[config.mk]
export PLATFORM = sky130hd
export DESIGN_NAME = router_input_port
export DESIGN_NICKNAME = d
export VERILOG_FILES = /design/src/rtl/router_pkg.sv /design/src/rtl/router_flit_fifo.sv /design/src/rtl/router_input_port.sv
export SDC_FILE = /design/constraint.sdc
export NUM_CORES = 1
export LEC_CHECK = 0
export ABC_AREA = 1
export CORE_MARGIN = 2
export CORE_UTILIZATION = 49
export CTS_CLUSTER_DIAMETER = 100
export DETAILED_ROUTE_END_ITERATION = 7
export PLACE_DENSITY = 0.87
export SYNTH_ARGS = -nofsm -noshare
export SYNTH_HDL_FRONTEND = slang
export SYNTH_SLANG_ARGS = --single-unit
[constraint.sdc]
create_clock -name clk -period 3.55 [get_ports clk]
set_clock_uncertainty 0.05 [all_clocks]
set_input_delay 1.065 -clock clk [delete_from_list [all_inputs] [get_ports clk]]
set_output_delay 1.065 -clock clk [all_outputs]
set_load 0.01 [all_outputs]
[src/rtl/router_pkg.sv]
// Shared mesh-router types: flit layout, port/state encodings and the XY route helper.
// Used by every input port and by the bench model.
package router_pkg;

   localparam int unsigned FLIT_DATA_BITS   = 16;
   localparam int unsigned NUM_OF_FLITS     = 4;
   localparam int unsigned COORD_BITS       = FLIT_DATA_BITS / 2;
   localparam int unsigned INPUT_FIFO_DEPTH = NUM_OF_FLITS;

   typedef enum logic [1:0] {
      NONE_FLIT = 2'd0,
      HEAD_FLIT = 2'd1,
      BODY_FLIT = 2'd2,
      TAIL_FLIT = 2'd3
   } FLIT_TYPE_t;

   // Body and tail flits carry payload in the xaddr/yaddr fields.
   typedef struct packed {
      logic                  valid;
      FLIT_TYPE_t            ftype;
      logic [COORD_BITS-1:0] xaddr;
      logic [COORD_BITS-1:0] yaddr;
   } FLIT_HEAD_t;

   typedef struct packed {
      FLIT_HEAD_t head;
   } FLIT_t;

   typedef enum logic [2:0] {
      LOCAL = 3'd0,
      NORTH = 3'd1,
      SOUTH = 3'd2,
      EAST  = 3'd3,
      WEST  = 3'd4,
      NONE  = 3'd7
   } PORT_T;

   typedef enum logic [1:0] {
      IDLE    = 2'd0,
      ROUTING = 2'd1,
      ACTIVE  = 2'd2,
      WAITING = 2'd3
   } GLOBAL_STATE_t;

   typedef struct packed {
      logic [COORD_BITS-1:0] xaddr;
      logic [COORD_BITS-1:0] yaddr;
   } ROUTER_CONFIG;

   // Dimension-order routing: resolve X fully before moving in Y.
   function automatic PORT_T xy_route(input ROUTER_CONFIG self, input FLIT_HEAD_t h);
      PORT_T p;
      if (h.xaddr > self.xaddr) begin
         p = EAST;
      end else if (h.xaddr < self.xaddr) begin
         p = WEST;
      end else if (h.yaddr > self.yaddr) begin
         p = NORTH;
      end else if (h.yaddr < self.yaddr) begin
         p = SOUTH;
      end else begin
         p = LOCAL;
      end
      return p;
   endfunction

endpackage

[src/rtl/router_flit_fifo.sv]
// Flit FIFO for one router input: extra pointer MSB distinguishes full from empty.
module router_flit_fifo
   import router_pkg::*;
#(
   parameter int unsigned DEPTH = INPUT_FIFO_DEPTH
) (
   input  logic  clk,
   input  logic  rst,
   input  logic  push,
   input  FLIT_t push_data,
   input  logic  pop,
   output logic  full,
   output logic  empty,
   output FLIT_t head
);

   localparam int unsigned IW = $clog2(DEPTH);
   localparam int unsigned PW = IW + 1;

   if (DEPTH < 2 || (DEPTH & (DEPTH - 1)) != 0) begin : g_depth_check
      $error("router_flit_fifo: DEPTH must be a power of two and at least 2");
   end

   logic [PW-1:0] wr_ptr_q, rd_ptr_q;
   FLIT_t         mem_q [DEPTH];
   logic          do_push, do_pop;

   assign full    = (wr_ptr_q[IW] != rd_ptr_q[IW]) && (wr_ptr_q[IW-1:0] == rd_ptr_q[IW-1:0]);
   assign empty   = (wr_ptr_q == rd_ptr_q);
   assign do_push = push && !full;
   assign do_pop  = pop && !empty;
   assign head    = mem_q[rd_ptr_q[IW-1:0]];

   // Storage is cleared too so the head output reads zero straight out of reset.
   always_ff @(posedge clk or posedge rst) begin
      if (rst) begin
         wr_ptr_q <= '0;
         rd_ptr_q <= '0;
         for (int unsigned i = 0; i < DEPTH; i++) begin
            mem_q[i] <= '0;
         end
      end else begin
         if (do_push) begin
            mem_q[wr_ptr_q[IW-1:0]] <= push_data;
            wr_ptr_q                <= wr_ptr_q + PW'(1);
         end
         if (do_pop) begin
            rd_ptr_q <= rd_ptr_q + PW'(1);
         end
      end
   end

endmodule

[src/rtl/router_input_port.sv]
// Router input stage: buffers upstream flits, computes the XY route from each head flit
// and streams the packet to the crossbar until its tail leaves.
module router_input_port
   import router_pkg::*;
#(
   parameter int unsigned DEPTH = INPUT_FIFO_DEPTH,
   parameter int unsigned AW    = FLIT_DATA_BITS / 2
) (
   input  logic          clk,
   input  logic          rst,
   input  ROUTER_CONFIG  cfg,
   input  FLIT_t         flit_in,
   input  logic          flit_in_valid,
   output logic          flit_in_ready,
   output PORT_T         route,
   output logic          switch_req,
   output FLIT_t         flit_out,
   output logic          flit_out_valid,
   input  logic          flit_out_ready,
   output GLOBAL_STATE_t state,
   output logic          proto_err
);

   if (AW != COORD_BITS) begin : g_aw_check
      $error("router_input_port: AW must equal the ROUTER_CONFIG coordinate width");
   end

   FLIT_t         fifo_head;
   logic          fifo_full, fifo_empty;
   logic          push, pop;
   GLOBAL_STATE_t state_q, state_d;
   PORT_T         route_q, route_d;
   logic          first_q, first_d;
   logic          err_q, err_d;
   logic          fwd_valid;

   // Invalid and NONE flits are dropped at the door and never occupy a slot.
   assign push = flit_in_valid && flit_in.head.valid && (flit_in.head.ftype != NONE_FLIT) &&
                 !fifo_full;
   assign flit_in_ready = !fifo_full;

   router_flit_fifo #(
      .DEPTH(DEPTH)
   ) u_fifo (
      .clk      (clk),
      .rst      (rst),
      .push     (push),
      .push_data(flit_in),
      .pop      (pop),
      .full     (fifo_full),
      .empty    (fifo_empty),
      .head     (fifo_head)
   );

   always_comb begin
      state_d    = state_q;
      route_d    = route_q;
      first_d    = first_q;
      err_d      = 1'b0;
      pop        = 1'b0;
      switch_req = 1'b0;
      fwd_valid  = 1'b0;
      case (state_q)
         IDLE: begin
            if (!fifo_empty) begin
               if (fifo_head.head.ftype == HEAD_FLIT) begin
                  state_d = ROUTING;
               end else begin
                  // Stray body/tail with no packet open: discard it.
                  pop   = 1'b1;
                  err_d = 1'b1;
               end
            end
         end
         ROUTING: begin
            route_d = xy_route(cfg, fifo_head.head);
            first_d = 1'b1;
            state_d = ACTIVE;
         end
         ACTIVE: begin
            switch_req = 1'b1;
            fwd_valid  = !fifo_empty;
            if (fwd_valid && flit_out_ready) begin
               pop     = 1'b1;
               first_d = 1'b0;
               // A second head inside an open packet is passed on as data but flagged.
               if (fifo_head.head.ftype == HEAD_FLIT && !first_q) begin
                  err_d = 1'b1;
               end
               if (fifo_head.head.ftype == TAIL_FLIT) begin
                  state_d = IDLE;
               end
            end
         end
         default: begin
            state_d = IDLE;
         end
      endcase
   end

   always_ff @(posedge clk or posedge rst) begin
      if (rst) begin
         state_q <= IDLE;
         route_q <= NONE;
         first_q <= 1'b0;
         err_q   <= 1'b0;
      end else begin
         state_q <= state_d;
         route_q <= route_d;
         first_q <= first_d;
         err_q   <= err_d;
      end
   end

   assign state          = state_q;
   assign route          = route_q;
   assign proto_err      = err_q;
   assign flit_out       = fifo_head;
   assign flit_out_valid = fwd_valid;

endmodule

# Word-level counts from Yosys, hierarchy flattened

Index checks and enable logic that the tools add are counted.

Add/subtract/negate cells: 2
Magnitude comparators: 7
Equality and inequality tests: 11
Multiplexer cells: 26
Bitwise gates (word level): 2
Reduce and logical (&&, ||, !) cells: 17

Operators with widths:

| kind                | count |
|---|---|
| $bwmux 76           | 1 |
| $mux 19             | 3 |
| $bmux 19 s2         | 1 |
| $demux 19 s2        | 1 |
| $gt 8x8->1          | 2 |
| $lt 8x8->1          | 2 |
| $mux 2              | 6 |
| $logic_and 1x1->1   | 9 |
| $mux 1              | 8 |
| $ne 2x2->1 const B  | 4 |
| $add 3x1->3 const B | 2 |
| $ge 3x3->1 const B  | 2 |
| $mux 3              | 2 |
| $not 2->3           | 2 |
| $pmux 1 s2          | 3 |
| $pmux 2 s3          | 1 |
| $eq 2x1->1 const B  | 2 |
| $eq 2x2->1 const B  | 2 |
| $reduce_and 4->1    | 1 |
| $reduce_bool 2->1   | 2 |
| $eq 3x3->1          | 1 |
| $logic_not 1->1     | 3 |
| $lt 3x1->1 const B  | 1 |
| $eq 2x2->1          | 1 |
| 3 further kinds     | 3 |

Flip-flop bits (word level): 89
Input bits: 39
Logic and storage cells: 87

# Logic depth before layout (Yosys ltp)

Gate-level depths: netlist (run 1).

Depth in word-level cells: 9
Gate-level depth with buffers: 18

# Cells and area by module

A second synthesis (run 1) with hierarchy kept.

Cells, all modules: 613
Area total of the unflattened synthesis: 4,820.9 sq um

Modules (own cells, without submodules):

| module            | times used | cells an instance | area each (sq um) | sequential area each (sq um) |
|---|---|---|---|---|
| router_flit_fifo  | 1          | 496               | 4,041.4           | 2,052.0 |
| router_input_port | 1          | 117               | 779.5             | 178.9 |

# Worst setup path before layout (run 1)

OpenSTA, ideal clock, no wires.

Path type: flip-flop to output port
Start point: reg u_fifo.rd_ptr_q[0]
End point: out flit_out[10] in the netlist's numbering
Data arrival time: 1.283 ns
Data required time: 2.435 ns
Path slack: 1.152 ns
Stages on the path, launching flop included: 6
Buffers on the path: 2
Cells stage by stage: dfrtp_1 > inv_1 > buf_6 > clkbuf_1 > nor2_1 > o22ai_1

RTL lines:

| element                  | line                    | source |
|---|---|---|
| start: declaration       | router_flit_fifo.sv:24  | `logic [PW-1:0] wr_ptr_q, rd_ptr_q;` |
| start signal: assignment | router_flit_fifo.sv:48  | `rd_ptr_q <= rd_ptr_q + PW'(1);` |
| end: declaration         | router_input_port.sv:17 | `output FLIT_t flit_out,` |

==> results.yml, run 1 <==
run_status:
  outcome: "completed"
logic_synthesis:
  synth_compound_area_frac: 0.1660
  ys_top_cells_by_count: "nand2_1 (133), dfrtp_1 (86), o21ai_1 (57)"
  netlist_area_um2: 4493
  synth_most_common_cell: "nand2_1"
  ys_warn_count: 0
  muxShareOfSynthArea: 0
  synth_flop_cell: "dfrtp_1"
  synth_xor_area_frac: 0.01309
  yosys-top-cells-area: "dfrtp_1 (48%), nand2_1 (11%), o21ai_1 (6.3%)"
  seq_area_frac_synth: 0.4965
  yosysTopAreaCell: "dfrtp_1"
  synth-async-reset-ratio: 1.000
  synthSimpleGateAreaFrac: 0.1827
  synth_seq_cells: 89
  syn_inst: 527
  synth_edf_count: 0
  synth_top_family_by_area: "simple AND/OR/NAND/NOR gates"
  synth_fp_nets: 587
  avgSynthCellArea_um2: 8.526
  yosys.area.top_type_share: 0.4790
  synth_adder_area_share: 0.05848
  synth.distinct_cells: 34
layout:
  final_cells: 702
  nNetsFinal: 649
  stdcell_area_um2: 5428
  antenna_cells: 0
  multi_input_area_um2: 1888
  syn_to_final_growth_pct: 20.80
  nFillCells: 739
  regArea_um2: 2231
  final_util: 0.6164
  drive_above_1_share: 0.08418
setup_path:
  arrival_ns: 2.21
  crit_family: "buffers and inverters"
  cp_slowest_cell: "clkdlybuf4s50_1"
  crit_type: "flop to primary output"
  cp-endpoint: "flit_out[11]"
  crit_buf_inv: 3
  r2r_slack_ns: 1.22
  path_depth: 5
  path_cells: "inv_1 > buf_4 > o21ai_0 > o22ai_1 > clkdlybuf4s50_1"
  reg2reg_depth: 13
  crit_fanout: 14
  crit_path_end_kind: "primary output"
  cp-start-kind: "flop"
  critPathLaunch: "u_fifo.rd_ptr_q[1]"
  worstPathRequired_ns: 2.43
  critical_path.max_stage_delay_ns: 0.59
  rr_endpoint: "route[0]"
  r2r-start: "u_fifo.rd_ptr_q[1]"
timing:
  layout_setup_ws_ns: 0.2263
  holdWs_ns: 0.4128
  worst_slew_pin_slew_ns: 0.4883
  min_period_over_period: 0.9362
  hold_viol: 0
  drv_slew: 0
  fin_crit_ns: 3.324
  fmax_ghz: 0.3009
  relSlewSlack: 0.6744
  rsz0062_at_grt: "false"
  fin_setup_tns_ns: 0
  setup-violations-final: 0
die:
  rows: 34
  core_um2: 8806
  initial_core_util: 0.5102
  die_x_um: 99.76
  die_area_um2: 9951
  die_h_um: 99.76
  io_pins: 67
global_route:
  grt_pass1_vias: 3810
  grt_overflow: 0
  grt.total_usage: 0.2220
  antenna_found_initial: 0
  grt_max_degree: 48
  grt_first_pass_wirelength_um: 17510
clock_network:
  htree_levels: 3
  insertion_delay_ns: 0.36
  numCtsBuffers: 9
  cts_setup_buffers: 0
  tritoncts: "yes"
  root_buffer: "clkbuf_8"
  clk_pin_slew_worst_paths_ns: 0.08
  ctsResizeCount: 0
  clockBufferDepth: 2
  holdBufCountCts: 0
  clock-sinks: 89
routing:
  first_pass_iters: 5
  antenna_left: 0
  first_iter_violations: 280
  viasPerCell: 5.385
  totalWireLength_um: 10450
  vias: 3780
  drc: 0
  routedWlPerCell_um: 14.88
power:
  irDropWorstVdd_mv: 0.4896
  power.density_nw_per_um2: 941.9
  leakagePower_nw: 2.668
  p_total_mw: 5.112
placed_design:
  port_buffers: 66
  gp_congestion: 0.8078
  place_ws_ns: 0.5632
  dp_hpwl_um: 7271
  place_inst: 686
  placedInstanceArea_um2: 5221
flow_run:
  maxCapViolCount: 0
hold_path:
  min_path_type: "flop to flop"
==> worst min path at each step <==
stage	from	end	slack, ns	cells after the start
finish	u_fifo.mem_q[37]	u_fifo.mem_q[37]	0.41	2
global route	route[1]	route[1]	0.44	2
CTS	u_fifo.mem_q[37]	u_fifo.mem_q[37]	0.42	2
detailed placement	u_fifo.mem_q[37]	u_fifo.mem_q[37]	0.40	2
global placement	u_fifo.mem_q[37]	u_fifo.mem_q[37]	0.39	2
floorplan	u_fifo.mem_q[37]	u_fifo.mem_q[37]	0.37	2
==> area by class of cell <==
class / instances / area share
flip-flops and latches: 89 / 0.4110
multi-input cells: 355 / 0.3479
repair buffers: 76 / 0.1379
inverters: 58 / 0.04034
clock buffers: 12 / 0.02858
well taps: 108 / 0.02490
clock inverters: 4 / 0.009451
==> worst min-delay path, cell delays in order, from the launching register on <==
cell and delay [ns]:
dfrtp_1 0.33, inv_1 0.05, nand2_1 0.05
==> state kept, by name, indices dropped and copies added (netlist names) <==
signal,flops
u_fifo.rd_ptr_q,3
state,2
route,3
u_fifo.mem_q,76
proto_err,1
first_q,1
u_fifo.wr_ptr_q,3
==> per-layer routing <==
metal,up-vias,wire length (um),track usage
met5,-,0,0
li1,1840,-,-
met2,137,5224,0.3773
met3,18,654,0.04076
met4,0,232,0.1012
met1,1785,4337,0.2761
==> power breakdown <==
| group | switching, mW | internal (mW) |
|---|---|---|
| combinational | 1.49 | 1.19 |
| sequential | 0.260 | 1.47 |
| clock | 0.344 | 0.364 |
| total | 2.09 | 3.02 |
==> kinds of logic after synthesis <==
logic type | count (synthesis)
AO/OA/AOI/OAI | 135
adder cells (fa/ha/maj) | 21
flip-flops | 89
buffers and inverters | 83
XOR/XNOR | 5
AND/OR/NAND/NOR | 194
==> cells in the final DEF, fill, tap and decap left out, types with 2 or more instances in the layout <==
cell | netlist | routed
nand3_4 | 3 | 3
o21ai_0 | 38 | 38
xor2_1 | 2 | 2
nor2_1 | 40 | 40
o21ai_2 | 9 | 9
o21ai_1 | 57 | 57
clkbuf_8 | 0 | 11
nand3_2 | 2 | 2
dfrtp_1 | 86 | 86
inv_1 | 55 | 54
dfstp_2 | 3 | 3
ha_1 | 21 | 21
clkinv_2 | 0 | 2
o22ai_1 | 14 | 14
a21oi_1 | 11 | 11
xnor2_2 | 2 | 2
buf_4 | 1 | 9
a32oi_1 | 2 | 2
nand2_1 | 133 | 133
clkdlybuf4s50_1 | 0 | 66
inv_2 | 3 | 3
nand3_1 | 11 | 11
No activity file was read; power rests on OpenSTA's default activity.
==> run 2: changes to the inputs <==
--- a/config.mk
+++ b/config.mk
@@ -7,10 +7,11 @@
 export LEC_CHECK = 0
 export ABC_AREA = 1
 export CORE_MARGIN = 2
-export CORE_UTILIZATION = 49
+export CORE_UTILIZATION = 50
+export CTS_BUF_LIST = sky130_fd_sc_hd__clkbuf_4 sky130_fd_sc_hd__clkbuf_8
 export CTS_CLUSTER_DIAMETER = 100
 export DETAILED_ROUTE_END_ITERATION = 7
-export PLACE_DENSITY = 0.87
+export PLACE_DENSITY = 0.89
 export SYNTH_ARGS = -nofsm -noshare
 export SYNTH_HDL_FRONTEND = slang
 export SYNTH_SLANG_ARGS = --single-unit
==> run 2 against run 1 <==
Net effect:
- worst setup slack better by 0.0032 ns
- register-to-register slack better by 0.02 ns
- maximum frequency about the same
- cell area unchanged
- utilization up 0.60 points
- sequential power about the same
- cell count down 0.28%
- combinational power up 1%
- via count up 1.2%
- worst hold slack better by 0.013 ns
- critical path type unchanged
- critical endpoint is now flit_out[15]
==> results.yml, run 2 (synthesis gave the netlist of run 1 again) <==
clock_network:
  clock-sinks: 89
  tritoncts: "yes"
  clk_pin_slew_worst_paths_ns: 0.08
  clockBufferDepth: 2
  holdBufCountCts: 0
  insertion_delay_ns: 0.36
  numCtsBuffers: 9
  htree_levels: 3
  ctsResizeCount: 0
  cts_setup_buffers: 0
  root_buffer: "clkbuf_8"
hold_path:
  hold_depth: 1
  min_path_type: "flop to flop"
setup_path:
  crit_type: "flop to primary output"
  path_cells: "inv_1 > buf_4 > o21ai_0 > o22ai_1 > clkdlybuf4s50_1"
  critical_path.max_stage_delay_ns: 0.61
  cp_slowest_cell: "clkdlybuf4s50_1"
  crit_path_end_kind: "primary output"
  reg2reg_depth: 11
  crit_fanout: 12
  arrival_ns: 2.21
  cp-start-kind: "flop"
  worstPathRequired_ns: 2.43
layout:
  largest_register_ffs: 76
  final_common_cell: "nand2_1"
  nFillCells: 718
  syn_to_final_growth_pct: 20.80
  antenna_cells: 0
  final_cells: 700
  nNetsFinal: 648
  regMostFlops: "u_fifo.mem_q"
  final_cell_mix: "nand2_1 (133), dfrtp_1 (86), clkdlybuf4s50_1 (66), o21ai_1 (57), inv_1 (54)"
  drive_above_1_share: 0.08277
run_status:
  outcome: "completed"
timing:
  drv_slew: 0
  hold_viol: 0
  fin_setup_tns_ns: 0
  setup-violations-final: 0
  worst_slew_pin_slew_ns: 0.4804
  fin_crit_ns: 3.320
  relSlewSlack: 0.6797
  rsz0062_at_grt: "false"
  min_period_over_period: 0.9353
  fmax_ghz: 0.3012
routing:
  antenna_left: 0
  drc: 0
  viasPerCell: 5.463
  first_iter_violations: 336
  vias: 3824
  routedWlPerCell_um: 15.00
  first_pass_iters: 5
  totalWireLength_um: 10500
power:
  leakagePower_nw: 2.672
  power.density_nw_per_um2: 952.9
  irDropWorstVdd_mv: 0.4512
  p_total_mw: 5.172
placed_design:
  place_inst: 685
  gp_congestion: 0.8148
  dp_hpwl_um: 7104
  port_buffers: 66
die:
  die_h_um: 98.80
  core_um2: 8721
  die_area_um2: 9760
  die_x_um: 98.80
  io_pins: 67
  initial_core_util: 0.5152
  rows: 34
global_route:
  grt.total_usage: 0.2203
  grt_first_pass_wirelength_um: 17270
  grt_pass1_vias: 3711
  grt_max_degree: 90
  antenna_found_initial: 0
  grt_overflow: 0
flow_run:
  maxCapViolCount: 0
==> run 2: cell types whose count changed in the layout (fill, tap and decap cells not counted), sizes merged <==
| cell | change |
|---|---|
| clkinvlp | -1 |
| clkbuf | +1 |
| clkinv | -1 |
| buf | -1 |
==> run 2: per-stage QoR <==
stage / hold slack [ns] / instance area [um2] / util / setup WS, ns
6_report: 0.4258 / 5428 / 0.6224 / 0.2295
5_1_grt: 0.4534 / 5428 / 0.6224 / 0.1822
4_1_cts: 0.4258 / 5428 / 0.6224 / 0.2871
3_5_place_dp: 0.4041 / 5214 / 0.5978 / 0.6074
3_3_place_gp: 0.3847 / 5214 / 0.5978 / 0.6811
2_1_floorplan: 0.3725 / 4493 / - / 0.1331
==> run 2: layout make-up <==
cell class	count	area, um2	share of cell area
Clock buffer	13	178.9	0.03296
Timing Repair Buffer	75	740.7	0.1365
Sequential cell	89	2231	0.4110
Multi-Input combinational cell	355	1888	0.3479
Tap cell	108	135.1	0.02490
Inverter	58	219.0	0.04034
Clock inverter	2	35.03	0.006455
==> run 2: final timing paths <==
kind	start	end	slack [ns]
max	u_fifo.rd_ptr_q[1]	flit_out[15]	0.23
max in group asynchronous	rst	u_fifo.mem_q[35]	2.01
min in group asynchronous	rst	u_fifo.mem_q[71]	1.07
min reg2reg	u_fifo.mem_q[18]	u_fifo.mem_q[18]	0.43
min	u_fifo.mem_q[18]	u_fifo.mem_q[18]	0.43
max reg2reg	u_fifo.rd_ptr_q[1]	route[0]	1.24
==> run 2: critical path, delay by kind of cell, from the launching register on <==
family	cells	cell delay, ns
flip-flops	1	0.39
AO/OA/AOI/OAI	2	0.35
buffers and inverters	3	1.11
==> run 2: metal layers <==
| metal | wire [um] | global-route usage |
|---|---|---|
| met1 | 4331 | 0.2899 |
| met2 | 5225 | 0.3680 |
| met3 | 662 | 0.03050 |
| met4 | 281 | 0.09168 |
| met5 | 0 | 0 |
==> run 2: power by group <==
part           total, mW  switching, mW  internal (mW)
clock network      0.731          0.334          0.397
logic               2.71           1.52           1.19
registers           1.73          0.261           1.47
total               5.17           2.11           3.06
